`config.mk`:
```
export PLATFORM = sky130hd
export DESIGN_NAME = i2s_xmit
export DESIGN_NICKNAME = d
export VERILOG_FILES = /design/src/rtl/i2s_xmit.sv
export SDC_FILE = /design/constraint.sdc
export NUM_CORES = 1
export LEC_CHECK = 0
export CAP_MARGIN = 20
export CORE_AREA = 10 10 148 95
export CTS_BUF_LIST = sky130_fd_sc_hd__clkbuf_16
export CTS_CLUSTER_DIAMETER = 30
export DETAILED_ROUTE_END_ITERATION = 8
export DIE_AREA = 0 0 158 105
export GPL_TIMING_DRIVEN = 1
export PLACE_DENSITY = 0.73
export SYNTH_ARGS = -nofsm -noshare
export SYNTH_HDL_FRONTEND = slang
export SYNTH_SLANG_ARGS = --single-unit
```
`constraint.sdc`:
```
create_clock -name mck -period 2.9 [get_ports mck]
set_input_delay 0.725 -clock mck [delete_from_list [all_inputs] [get_ports mck]]
set_output_delay 0.725 -clock mck [all_outputs]
set_load 0.05 [all_outputs]
```
`src/rtl/i2s_xmit.sv`:
```
// ---------------------------------------------------------------------------
// i2s_xmit -- I2S serial transmitter (DAC output stage)
//
// Accepts 24-bit left/right sample pairs over a valid/ready handshake into a
// one-pair holding buffer and serialises them MSB-first onto sdout, framed by
// the bck/lrck produced by clk_div. Everything runs on posedge mck; bck and
// lrck are sampled as data, never used as clocks.
//
// Parameters
//   WIDTH  sample bits per channel
//   SLOT   bck periods per channel half-frame (WIDTH + DELAY <= SLOT, SLOT <= 64)
//   DELAY  bck periods from lrck edge to MSB (1 = I2S, 0 = left-justified)
//
// Ports
//   mck        in   system clock
//   reset      in   synchronous, active-high reset
//   bck        in   bit clock (mck-synchronous)
//   lrck       in   frame clock, 0 = left, 1 = right
//   l_in       in   left sample, two's complement
//   r_in       in   right sample, two's complement
//   in_valid   in   l_in/r_in pair valid
//   in_ready   out  holding buffer can accept a pair
//   sdout      out  serial data to DAC (registered)
//   underrun   out  1-mck pulse: left start with no pair buffered
//   frame_sof  out  1-mck pulse at every left-channel start
//
// Build option
//   I2S_XMIT_HOLD_LAST_EN  when defined, an underrun repeats the last pair
//                          loaded for transmission instead of sending zeros.
// ---------------------------------------------------------------------------
module i2s_xmit #(
    parameter int unsigned WIDTH = 24,
    parameter int unsigned SLOT  = 32,
    parameter int unsigned DELAY = 1
) (
    input  logic             mck,
    input  logic             reset,
    input  logic             bck,
    input  logic             lrck,
    input  logic [WIDTH-1:0] l_in,
    input  logic [WIDTH-1:0] r_in,
    input  logic             in_valid,
    output logic             in_ready,
    output logic             sdout,
    output logic             underrun,
    output logic             frame_sof
);

    localparam int unsigned BW      = (WIDTH > 1) ? $clog2(WIDTH) : 1;
    localparam logic [6:0]  DELAY7  = 7'(DELAY);
    localparam logic [6:0]  WIDTH7  = 7'(WIDTH);
    localparam logic [6:0]  TOP7    = 7'(WIDTH - 1);
    localparam logic [5:0]  IDX_MAX = 6'(SLOT - 1);

    // DISARMED: waiting to see lrck=1 on a bck fall.
    // ARMED:    waiting for the first left start (1->0 lrck edge).
    // RUN:      transmitting; left starts load / underrun.
    typedef enum logic [1:0] {
        ST_DISARMED,
        ST_ARMED,
        ST_RUN
    } state_e;

    state_e           state_q,     state_d;
    logic             bck_q;
    logic             lrck_q,      lrck_d;
    logic             full_q,      full_d;
    logic [WIDTH-1:0] l_hold_q,    l_hold_d;
    logic [WIDTH-1:0] r_hold_q,    r_hold_d;
    logic [WIDTH-1:0] l_sh_q,      l_sh_d;
    logic [WIDTH-1:0] r_sh_q,      r_sh_d;
    logic [WIDTH-1:0] r_pend_q,    r_pend_d;
    logic [5:0]       idx_q,       idx_d;
    logic             right_q,     right_d;
    logic             sdout_q,     sdout_d;
    logic             underrun_q,  underrun_d;
    logic             sof_q,       sof_d;
`ifdef I2S_XMIT_HOLD_LAST_EN
    logic [WIDTH-1:0] last_l_q,    last_l_d;
    logic [WIDTH-1:0] last_r_q,    last_r_d;
`endif

    logic             bck_fall;
    logic             chan_start;
    logic             left_start;
    logic             right_start;
    logic             accept;
    logic [WIDTH-1:0] word;
    logic [6:0]       off;
    logic [BW-1:0]    bitpos;

    assign bck_fall    = bck_q & ~bck;
    assign chan_start  = bck_fall & (lrck != lrck_q);
    assign left_start  = chan_start & ~lrck;
    assign right_start = chan_start &  lrck;
    assign accept      = in_valid & ~full_q;

    always_comb begin
        state_d    = state_q;
        lrck_d     = lrck_q;
        full_d     = full_q;
        l_hold_d   = l_hold_q;
        r_hold_d   = r_hold_q;
        l_sh_d     = l_sh_q;
        r_sh_d     = r_sh_q;
        r_pend_d   = r_pend_q;
        idx_d      = idx_q;
        right_d    = right_q;
        sdout_d    = sdout_q;
        underrun_d = 1'b0;
        sof_d      = 1'b0;
`ifdef I2S_XMIT_HOLD_LAST_EN
        last_l_d   = last_l_q;
        last_r_d   = last_r_q;
`endif
        word       = '0;
        off        = '0;
        bitpos     = '0;

        if (accept) begin
            l_hold_d = l_in;
            r_hold_d = r_in;
            full_d   = 1'b1;
        end

        if (bck_fall) begin
            lrck_d = lrck;

            case (state_q)
                ST_DISARMED: if (lrck)       state_d = ST_ARMED;
                ST_ARMED:    if (left_start) state_d = ST_RUN;
                default:     ;
            endcase

            if (chan_start) begin
                idx_d   = '0;
                right_d = lrck;
            end else if (idx_q != IDX_MAX) begin
                idx_d = idx_q + 6'd1;
            end

            // Buffer is drained only by a left start that finds it already full;
            // a pair accepted in this very cycle waits for the next frame.
            if (left_start && (state_q != ST_DISARMED)) begin
                sof_d = 1'b1;
                if (full_q) begin
                    l_sh_d   = l_hold_q;
                    r_pend_d = r_hold_q;
                    full_d   = 1'b0;
`ifdef I2S_XMIT_HOLD_LAST_EN
                    last_l_d = l_hold_q;
                    last_r_d = r_hold_q;
`endif
                end else begin
                    underrun_d = 1'b1;
`ifdef I2S_XMIT_HOLD_LAST_EN
                    l_sh_d   = last_l_q;
                    r_pend_d = last_r_q;
`else
                    l_sh_d   = '0;
                    r_pend_d = '0;
`endif
                end
            end

            if (right_start) begin
                r_sh_d = r_pend_q;
            end

            // Bit selection uses the post-update index and word so that the
            // channel-start fall itself emits slot 0.
            word   = right_d ? r_sh_d : l_sh_d;
            off    = {1'b0, idx_d} - DELAY7;
            bitpos = BW'(TOP7 - off);
            if ((state_d == ST_RUN) && !off[6] && (off < WIDTH7)) begin
                sdout_d = word[bitpos];
            end else begin
                sdout_d = 1'b0;
            end
        end
    end

    always_ff @(posedge mck) begin
        if (reset) begin
            state_q    <= ST_DISARMED;
            bck_q      <= 1'b0;
            lrck_q     <= 1'b0;
            full_q     <= 1'b0;
            l_hold_q   <= '0;
            r_hold_q   <= '0;
            l_sh_q     <= '0;
            r_sh_q     <= '0;
            r_pend_q   <= '0;
            idx_q      <= '0;
            right_q    <= 1'b0;
            sdout_q    <= 1'b0;
            underrun_q <= 1'b0;
            sof_q      <= 1'b0;
`ifdef I2S_XMIT_HOLD_LAST_EN
            last_l_q   <= '0;
            last_r_q   <= '0;
`endif
        end else begin
            state_q    <= state_d;
            bck_q      <= bck;
            lrck_q     <= lrck_d;
            full_q     <= full_d;
            l_hold_q   <= l_hold_d;
            r_hold_q   <= r_hold_d;
            l_sh_q     <= l_sh_d;
            r_sh_q     <= r_sh_d;
            r_pend_q   <= r_pend_d;
            idx_q      <= idx_d;
            right_q    <= right_d;
            sdout_q    <= sdout_d;
            underrun_q <= underrun_d;
            sof_q      <= sof_d;
`ifdef I2S_XMIT_HOLD_LAST_EN
            last_l_q   <= last_l_d;
            last_r_q   <= last_r_d;
`endif
        end
    end

    assign in_ready  = ~full_q;
    assign sdout     = sdout_q;
    assign underrun  = underrun_q;
    assign frame_sof = sof_q;

endmodule

```
# ---- Word-level counts from Yosys, hierarchy flattened
# Index checks and enable logic that the tools add are counted.
dict set report word_totals {
  regBits 135
  in_bits 53
  out_inout_bits 4
  word_cells 67
}
dict set report op_classes {
  add_sub_neg 3
  order_cmp 2
  n_eq_ne 4
  mux 25
  n_bitwise 10
  reduce_logical 9
}
# operator count
set op_table {}
lappend op_table {{$mux W24} 7}
lappend op_table {{$mux W6} 3}
lappend op_table {{$mux W1} 10}
lappend op_table {{$lt A7 B5 Y1 const B} 1}
lappend op_table {{$sub A6 B1 Y7 const B} 1}
lappend op_table {{$add A6 B1 Y6 const B} 1}
lappend op_table {{$lt A5 B6 Y1 const B} 1}
lappend op_table {{$mux W2} 3}
lappend op_table {{$ne A6 B5 Y1 const B} 1}
lappend op_table {{$and A1 B1 Y1} 5}
lappend op_table {{$bmux W1 S5} 1}
lappend op_table {{$not A1 Y1} 5}
lappend op_table {{$sub A5 B5 Y5 const A} 1}
lappend op_table {{$pmux W2 S2} 1}
lappend op_table {{$logic_and A1 B1 Y1} 3}
lappend op_table {{$reduce_or A3 Y1} 1}
lappend op_table {{$eq A2 B1 Y1 const B} 1}
lappend op_table {{$eq A2 B2 Y1 const B} 1}
lappend op_table {{$logic_not A2 Y1} 1}
lappend op_table {{$reduce_and A2 Y1} 1}
lappend op_table {{$reduce_bool A2 Y1} 1}
lappend op_table {{$reduce_or A2 Y1} 1}
lappend op_table {{$logic_not A1 Y1} 1}
lappend op_table {{$ne A1 B1 Y1} 1}

# ---- Longest topological paths before layout
# Gate-level depths: netlist of the first run.
dict set report depth {
  ltp_word 11
  depth_mapped 15
}

# ---- Least setup slack after synthesis of the first run
# Ideal clock, no wire load.
dict set report synth_path {
  kind {flip-flop to flip-flop}
  startpoint {register idx_q[0]}
  endpoint {register sdout_q, in the netlist sdout}
  setup_ps 77
  arrival_ps 3069
  required_ps 2823
  setup_slack_ps -245
  path_stages_with_launch 16
  n_path_buf 2
  period_less_slack_ps 3145
  path_cell_list {dfxtp_1 ha_1 nand4_2 or3_1 and3_1 buf_6 clkinv_8 buf_12 ha_1 nand3_1 xor2_1 ha_1 inv_1 nor2_1 or4b_1 a41oi_2}
}
dict set report synth_via {
  elab_chain_cells 9
  word_cells_on_any_way 14
}
# element line
set synth_lines {}
lappend synth_lines {{start: declaration} 73} ;# logic [5:0] idx_q, idx_d;
lappend synth_lines {{start signal: assignment} 213} ;# idx_q <= idx_d;
lappend synth_lines {{$add A6 B1 Y6 / $ne A6 B5 Y1 (equally long branches)} {139, 138}}
lappend synth_lines {{$mux W6 *} 138} ;# end else if (idx_q != IDX_MAX) begin
lappend synth_lines {{$mux W6 *} 135} ;# if (chan_start) begin
lappend synth_lines {{$mux W6 *} 126} ;# if (bck_fall) begin
lappend synth_lines {{$sub A6 B1 Y7 *} 173} ;# off = {1'b0, idx_d} - DELAY7;
lappend synth_lines {{$sub A5 B5 Y5 / $logic_not A1 Y1 (equally long branches)} {174, 175}}
lappend synth_lines {{$bmux W1 S5 / $logic_and A1 B1 Y1 (equally long branches)} {176, 175}}
lappend synth_lines {{$mux W1 (implied by the code) / $logic_and A1 B1 Y1 (equally long branches)} {176, 175}}
lappend synth_lines {{$mux W1 *} 175} ;# if ((state_d == ST_RUN) && !off[6] && (off < WIDTH7)) begin
lappend synth_lines {{end signal: assignment} 215} ;# sdout_q <= sdout_d;
lappend synth_lines {{end: declaration} 75} ;# logic sdout_q, sdout_d;
# Mark *: on every way between the ends. The rest lies on a longest branch, timed or not. The select of a mux whose other input is x is not followed.
# A chain may end at the register's enable or synchronous reset.

# ---- Worst setup path after layout of the first run
dict set report layout_path {
  startpoint {input port bck}
  endpoint {register sdout_q, in the netlist sdout}
}
dict set report layout_via {
  elab_chain_cells 11
  word_cells_on_any_way 28
}
# element line
set layout_lines {}
lappend layout_lines {{start: declaration} 38} ;# input logic bck,
lappend layout_lines {{$not A1 Y1 *} 92} ;# assign bck_fall = bck_q & ~bck;
lappend layout_lines {{$and A1 B1 Y1 *} 92}
lappend layout_lines {{parallel branches: the longest is 9 deep, another holds $sub A6 B1 Y7} n/a}
# Mark *: on every way between the ends. The select of a mux whose other input is x is not followed.

==> results of run 1 <==
==> logic make-up (layout without fill, tap and decap cells) <==
logic type	count (synthesis)	after routing	share of synthesized area [%]
AOI/OAI and AO/OA	144	144	16.6
xor gates and xnor gates	7	7	1.23
adders and majority gates	3	3	0.673
buffers and inverters	53	165	5.27
DFF	135	135	48.5
muxes	46	46	8.86
and+or+nand+nor	232	232	18.9
==> path summary, 6_finish.rpt <==
kind | from | to | cells past startpoint
setup / recovery | bck | sdout | 12
setup reg to reg | idx_q[1] | sdout | 12
hold reg to reg | r_hold_q[11] | r_hold_q[11] | 2
hold / removal | r_hold_q[11] | r_hold_q[11] | 2
==> cell type report <==
cell class | count | area [sq um] | area share [%]
Multi-Input combinational cell | 432 | 2730 | 36.5
Sequential cell | 135 | 2710 | 36.3
Timing Repair Buffer | 124 | 1250 | 16.8
Clock buffer | 17 | 425 | 5.70
Tap cell | 144 | 180 | 2.41
Clock inverter | 15 | 130 | 1.74
Inverter | 9 | 46.3 | 0.620
==> metal layers <==
metal  share of wire [%]  track usage, %
met1                  50            26.7
met5                   0               0
met2                  42            27.2
met4                0.89            3.95
met3                 6.2            4.95
==> power by group through the flow <==
| stage | registers [mW] | clock network, mW | logic, mW |
|---|---|---|---|
| 5_1_grt | 1.94 | 2.15 | 0.416 |
| 3_5_place_dp | 1.97 | 0 | 0.359 |
| 6_report | 1.93 | 2.03 | 0.380 |
| 4_1_cts | 1.93 | 2.05 | 0.373 |
| 3_3_place_gp | 1.97 | 0 | 0.353 |
| 2_1_floorplan | 1.96 | 0 | 0.218 |
==> Yosys cell counts, types with 2 or more instances <==
| cell | count | area [sq um] |
|---|---|---|
| or2_1 | 2 | 12.5 |
| ha_1 | 3 | 37.5 |
| a21boi_0 | 2 | 15.0 |
| buf_6 | 8 | 90.1 |
| nand3_1 | 5 | 25.0 |
| clkbuf_1 | 32 | 120 |
| and2_1 | 6 | 37.5 |
| nor4_1 | 2 | 12.5 |
| o21ai_0 | 8 | 40.0 |
| a21oi_1 | 80 | 400 |
| dfxtp_1 | 135 | 2700 |
| or2_2 | 2 | 12.5 |
| a21o_2 | 3 | 26.3 |
| a211oi_1 | 3 | 22.5 |
| inv_1 | 7 | 26.3 |
| xor2_1 | 5 | 43.8 |
| nand2_1 | 114 | 428 |
| a2111oi_0 | 2 | 17.5 |
| nor3_1 | 3 | 15.0 |
| and3_1 | 19 | 119 |
| a22o_1 | 24 | 210 |
| or3_1 | 4 | 25.0 |
| o211ai_1 | 2 | 15.0 |
| mux2i_1 | 43 | 430 |
| a21o_1 | 5 | 37.5 |
| nor2b_1 | 5 | 31.3 |
| nor2_1 | 58 | 218 |
| o41ai_1 | 2 | 17.5 |
| o21a_1 | 2 | 15.0 |
| buf_2 | 2 | 10.0 |
| a31oi_1 | 2 | 12.5 |
==> sequential cells by signal, summed over array words and instances, names as in the netlist <==
name and count:
r_pend_q 24, full_q 1, sdout 1, right_q 1, state_q 2, l_sh_q 24, frame_sof 1, l_hold_q 24
bck_q 1, idx_q 6, underrun 1, r_sh_q 24, r_hold_q 24, lrck_q 1
==> stage by stage <==
stage | instance area, sq um | worst slack (ns)
global route | 7470 | -0.0354
floorplan | 5610 | 0.0171
finish | 7470 | 0.0661
global placement | 6630 | -0.482
detailed placement | 6630 | -0.551
CTS | 7390 | 0.000791
==> cells in the final DEF (no fill, tap or decap), types with 5 or more instances in the layout <==
cell type          n
a21oi_1           79
nor2_1            58
nand2_1          113
dfxtp_1          133
clkdlybuf4s50_1   53
and3_1            18
o21ai_0            7
inv_1              7
a22o_1            24
buf_4             55
and2_1             5
mux2i_1           39
buf_12             8
clkbuf_16         17
==> worst max-delay path, delay by kind of cell <==
kind            cells  cell delay (ns)
simple gates        4             1.14
compound gates      4             0.48
buf+inv             4             0.83
==> repair_timing <==
item	4_1_cts	5_1_grt
resized for setup	19	12
cloned	3	0
pin swaps	3	9
setup buffers	4	4
endpoints found under the setup margin	1	1
==> impl_metrics.csv, run 1 <==
group,metric,value,unit
final_layout,final_cells,876,
clock_network,cts_tree,"done",
placement,portBuffers,56,
detailed_routing,firstDrtPassIters,4,
power,leakagePower,3.01,nW
floorplan,dieArea,16600,sq um
floorplan,die_w,158,microns
final_layout,area_growth,33.9,%
synth,yosysUniqueCellTypes,61,
clock_network,cts.sinks,135,
placement,place_inst,833,
synth,async_reset_ff_share,0,%
synth,synthesis.nets,676,
power,powerDensity,582,nW/um^2
critical_path,critPathRequiredTime,3.24,ns
clock_network,clkLatencyLatePin,0.41,ns
critical_path,start_kind,"primary input",
floorplan,rows,30,
placement,dpl.hpwl,10100,microns
placement,routabilityCongestion,0.876,
critical_path,cp_slowest_cell,"or4b_4",
final_layout,fillCellCount,852,
global_routing,grt_pass1_vias,4592,
detailed_routing,route.detailed.drc,0,
min_path,hp-class,"flop to flop",
sta,drv_slew,0,
final_layout,fin_nets,775,
power,pwr-share-clk,46.8,%
power,p_seq_share,44.5,%
power,p_int,3.27,mW
detailed_routing,wl_per_cell,17.5,microns
sta,min_period_over_period,97.7,%
final_layout,layout-drive-gt1-share,19.4,%
detailed_routing,final_antenna_net_count,0,
sta,rsz0062_at_grt,"yes",
critical_path,worst-path-max-fanout,6,
synth,seq_area_frac_synth,48.5,%
power,switchingPower,1.08,mW
critical_path,worstPathCellList,"dlygate4sd2_1, nand3b_4, nor3_4, buf_12, bufbuf_16, and3_1, a21oi_1, buf_4, a21oi_1, o41ai_1, or4b_4, a41oi_2",
power,power_frac_comb,8.8,%
flow_run,drv_cap,0,
synth,ys_ff_latch,135,
sta,relSlewSlack,58.5,%
critical_path,worstPathArrival,3.17,ns
sta,setup_viol,0,
floorplan,die_h,105,microns
detailed_routing,finalWirelength,15300,microns
floorplan,ios,57,
sta,fmax,353,MHz
detailed_routing,via_count,4710,
sta,hold_viol,0,
critical_path,rrSetupSlack,0.09,ns
global_routing,grt_pass1_wl,24800,microns
critical_path,max_stage_delay,0.54,ns
clock_network,clk_pin_slew,0.06,ns
sta,layout_min_cycle_time,2.83,ns
detailed_routing,drtIter0Drc,344,
critical_path,criticalPathCategory,"primary input to flop",
detailed_routing,post_drt_via_cell_ratio,5.38,
synth,ys_warn_count,0,
sta,fin_hold_ws,0.453,ns
global_routing,grt_max_degree,49,
global_routing,grt.total_usage,18.6,%
sta,tightest_slew,0.621,ns
power,ir_drop,394,uV
power,power.total,4.34,mW
clock_network,cts_buffers,17,
critical_path,end_kind,"flop",
final_layout,utilization,66.5,%
final_layout,antenna_cells,0,
power,swShare,24.8,%
global_routing,grt.overflow.total,0,
sta,tns,0,ns
synth,synth_area_per_cell,8.99,sq um
global_routing,antenna_found_initial,0,
critical_path,timing.critical_path.mode_cell,"a21oi_1",
clock_network,root_buffer,"clkbuf_16",
floorplan,core_area,11200,sq um
synth,synthCells,620,
synth,synth.cell_area,5580,sq um
sta,clock_skew,0.00852,ns
synth,synth-edff-count,0,
clock_network,cts.htree.levels,4,
clock_network,cts_hold_buf,0,
clock_network,cts_buffer_depth,2,
synth,yosys_most_used_dff,"dfxtp_1",
outcome,status,"finished clean",
floorplan,initial_core_util,49.7,%
No activity file was read; power rests on OpenSTA's default activity.
==> inputs of run 2 (changes only) <==
--- a/config.mk
+++ b/config.mk
@@ -12,7 +12,8 @@
 export DETAILED_ROUTE_END_ITERATION = 8
 export DIE_AREA = 0 0 158 105
 export GPL_TIMING_DRIVEN = 1
-export PLACE_DENSITY = 0.73
+export PLACE_DENSITY = 0.81
+export SLEW_MARGIN = 20
 export SYNTH_ARGS = -nofsm -noshare
 export SYNTH_HDL_FRONTEND = slang
 export SYNTH_SLANG_ARGS = --single-unit
==> run 2 against run 1 <==
Net effect: worst setup slack got worse by 0.0016 ns; sequential cell count unchanged; sequential power barely moved; sequential share of layout area increased by 0.75 points; global-route usage down 0.17 points; clock power grew 4%; clock-buffer cell count is the same; non-clock buffer count shrank 4; maximum frequency about the same; first-iteration DRC count down 12%.
==> impl_metrics.csv, run 2 (synthesis gave the netlist of run 1 again) <==
group,metric,value,unit
outcome,status,"finished clean",
placement,portBuffers,56,
detailed_routing,drtIter0Drc,304,
critical_path,end_kind,"flop",
sta,min_period_over_period,97.8,%
global_routing,grt_pass1_wl,24700,microns
critical_path,worstPathCellList,"dlygate4sd2_1, nand2b_2, o31a_1, or2_1, buf_12, a21o_2, o2111ai_1, o31ai_1, or4_4, a41oi_2",
power,switchingPower,1.07,mW
power,powerDensity,604,nW/um^2
sta,setup_slack,0.0645,ns
sta,clock_skew,0.00734,ns
clock_network,cts_buffers,17,
sta,hold_viol,0,
sta,drv_slew,0,
final_layout,area_growth,31.3,%
critical_path,criticalPathCategory,"primary input to flop",
clock_network,cts_buffer_depth,2,
critical_path,cp_slowest_cell,"or4_4",
clock_network,root_buffer,"clkbuf_16",
sta,tightest_slew,0.537,ns
global_routing,antenna_found_initial,0,
clock_network,cts.htree.levels,4,
floorplan,die_h,105,microns
power,ir_drop,363,uV
detailed_routing,route.detailed.drc,0,
critical_path,max_stage_delay,0.54,ns
power,leakagePower,2.93,nW
detailed_routing,via_count,4721,
floorplan,ios,57,
final_layout,antenna_cells,0,
global_routing,grt_max_degree,71,
sta,relSlewSlack,64.1,%
placement,routabilityCongestion,0.931,
placement,dpl_worst_slack,-0.630,ns
critical_path,worstPathArrival,3.17,ns
detailed_routing,post_drt_via_cell_ratio,5.41,
floorplan,die_w,158,microns
sta,rsz0062_at_grt,"yes",
global_routing,grt_pass1_vias,4834,
critical_path,start_kind,"primary input",
floorplan,initial_core_util,49.7,%
flow_run,drv_cap,0,
detailed_routing,final_antenna_net_count,0,
power,power_frac_comb,8.6,%
floorplan,dieArea,16600,sq um
clock_network,cts_tree,"done",
clock_network,cts.sinks,135,
power,p_seq_share,43.7,%
power,power.total,4.42,mW
critical_path,critPathRequiredTime,3.24,ns
global_routing,grt.total_usage,18.4,%
placement,dpl.hpwl,10800,microns
power,pwr-share-clk,47.7,%
min_path,hp-class,"flop to flop",
sta,fmax,353,MHz
detailed_routing,wl_per_cell,17.4,microns
sta,setup_viol,0,
power,swShare,24.1,%
final_layout,fin_nets,771,
final_layout,final_cells,872,
clock_network,clk_pin_slew,0.06,ns
floorplan,rows,30,
power,p_int,3.35,mW
detailed_routing,firstDrtPassIters,5,
critical_path,worst-path-max-fanout,15,
placement,place_inst,837,
detailed_routing,finalWirelength,15200,microns
critical_path,rrSetupSlack,0.08,ns
final_layout,final_cell_mix,"dfxtp_1, nand2_1, a21oi_1",
final_layout,utilization,65.2,%
final_layout,fillCellCount,903,
clock_network,clkLatencyLatePin,0.41,ns
floorplan,core_area,11200,sq um
global_routing,grt.overflow.total,0,
final_layout,final_common_cell,"dfxtp_1",
final_layout,layout-drive-gt1-share,18.1,%
sta,layout_min_cycle_time,2.84,ns
-- run 2: cell count changes in the layout (fill, tap and decap cells not counted), moves of 2 or more --
| cell | before | now |
|---|---|---|
| a211oi_2 | 2 | 0 |
| bufbuf_16 | 2 | 0 |
| a211oi_1 | 1 | 3 |
| buf_6 | 3 | 1 |
| mux2i_1 | 39 | 41 |
-- run 2: area by class of cell --
| class | count | area [sq um] | area share, % |
|---|---|---|---|
| tap | 144 | 180 | 2.46 |
| inverter | 9 | 46.3 | 0.632 |
| multi-input combinational | 432 | 2670 | 36.5 |
| sequential | 135 | 2710 | 37.0 |
| clock buffer | 17 | 425 | 5.81 |
| timing repair buffer | 120 | 1140 | 15.5 |
| clock inverter | 15 | 154 | 2.10 |
-- run 2: critical path: cells and delay by family --
family          cells  cell delay, ns
compound gates      5            1.01
buf+inv             2            0.44
simple gates        3            1.00
-- run 2: path summary, 6_finish.rpt --
kind / depth (start not counted) / endpoint / from
setup / recovery: 10 / sdout / bck
hold / removal: 2 / r_hold_q[9] / r_hold_q[9]
setup reg to reg: 11 / sdout / idx_q[0]
hold reg to reg: 2 / r_hold_q[9] / r_hold_q[9]
-- run 2: timing repair --
action / in CTS / in global routing
gates cloned: 0 / 0
hold buffers: 0 / 0
gates resized for setup: 6 / 13
setup endpoints to repair: 1 / 2
buffers inserted: 0 / 3
pin swaps: 0 / 5
-- run 2: power by group through the flow --
stage / sequential (mW) / clock (mW) / combinational [mW]
2_1_floorplan: 1.96 / 0 / 0.218
3_3_place_gp: 1.97 / 0 / 0.366
3_5_place_dp: 1.97 / 0 / 0.373
4_1_cts: 1.93 / 2.13 / 0.374
5_1_grt: 1.94 / 2.20 / 0.416
6_report: 1.93 / 2.11 / 0.382
-- run 2: per-stage QoR --
stage,area [sq um],hold slack (ns),TNS (ns)
2_1_floorplan,5610,0.432,0
3_3_place_gp,6670,0.443,-0.573
3_5_place_dp,6670,0.448,-0.630
4_1_cts,7260,0.459,0
5_1_grt,7320,0.475,-0.0283
6_report,7320,0.456,0
-- run 2: routing by layer --
metal  part of all wire, %  track usage [%]
met2                    42             27.1
met3                   6.7             5.65
met1                    49             25.0
met5                     0                0
met4                   2.2             6.26
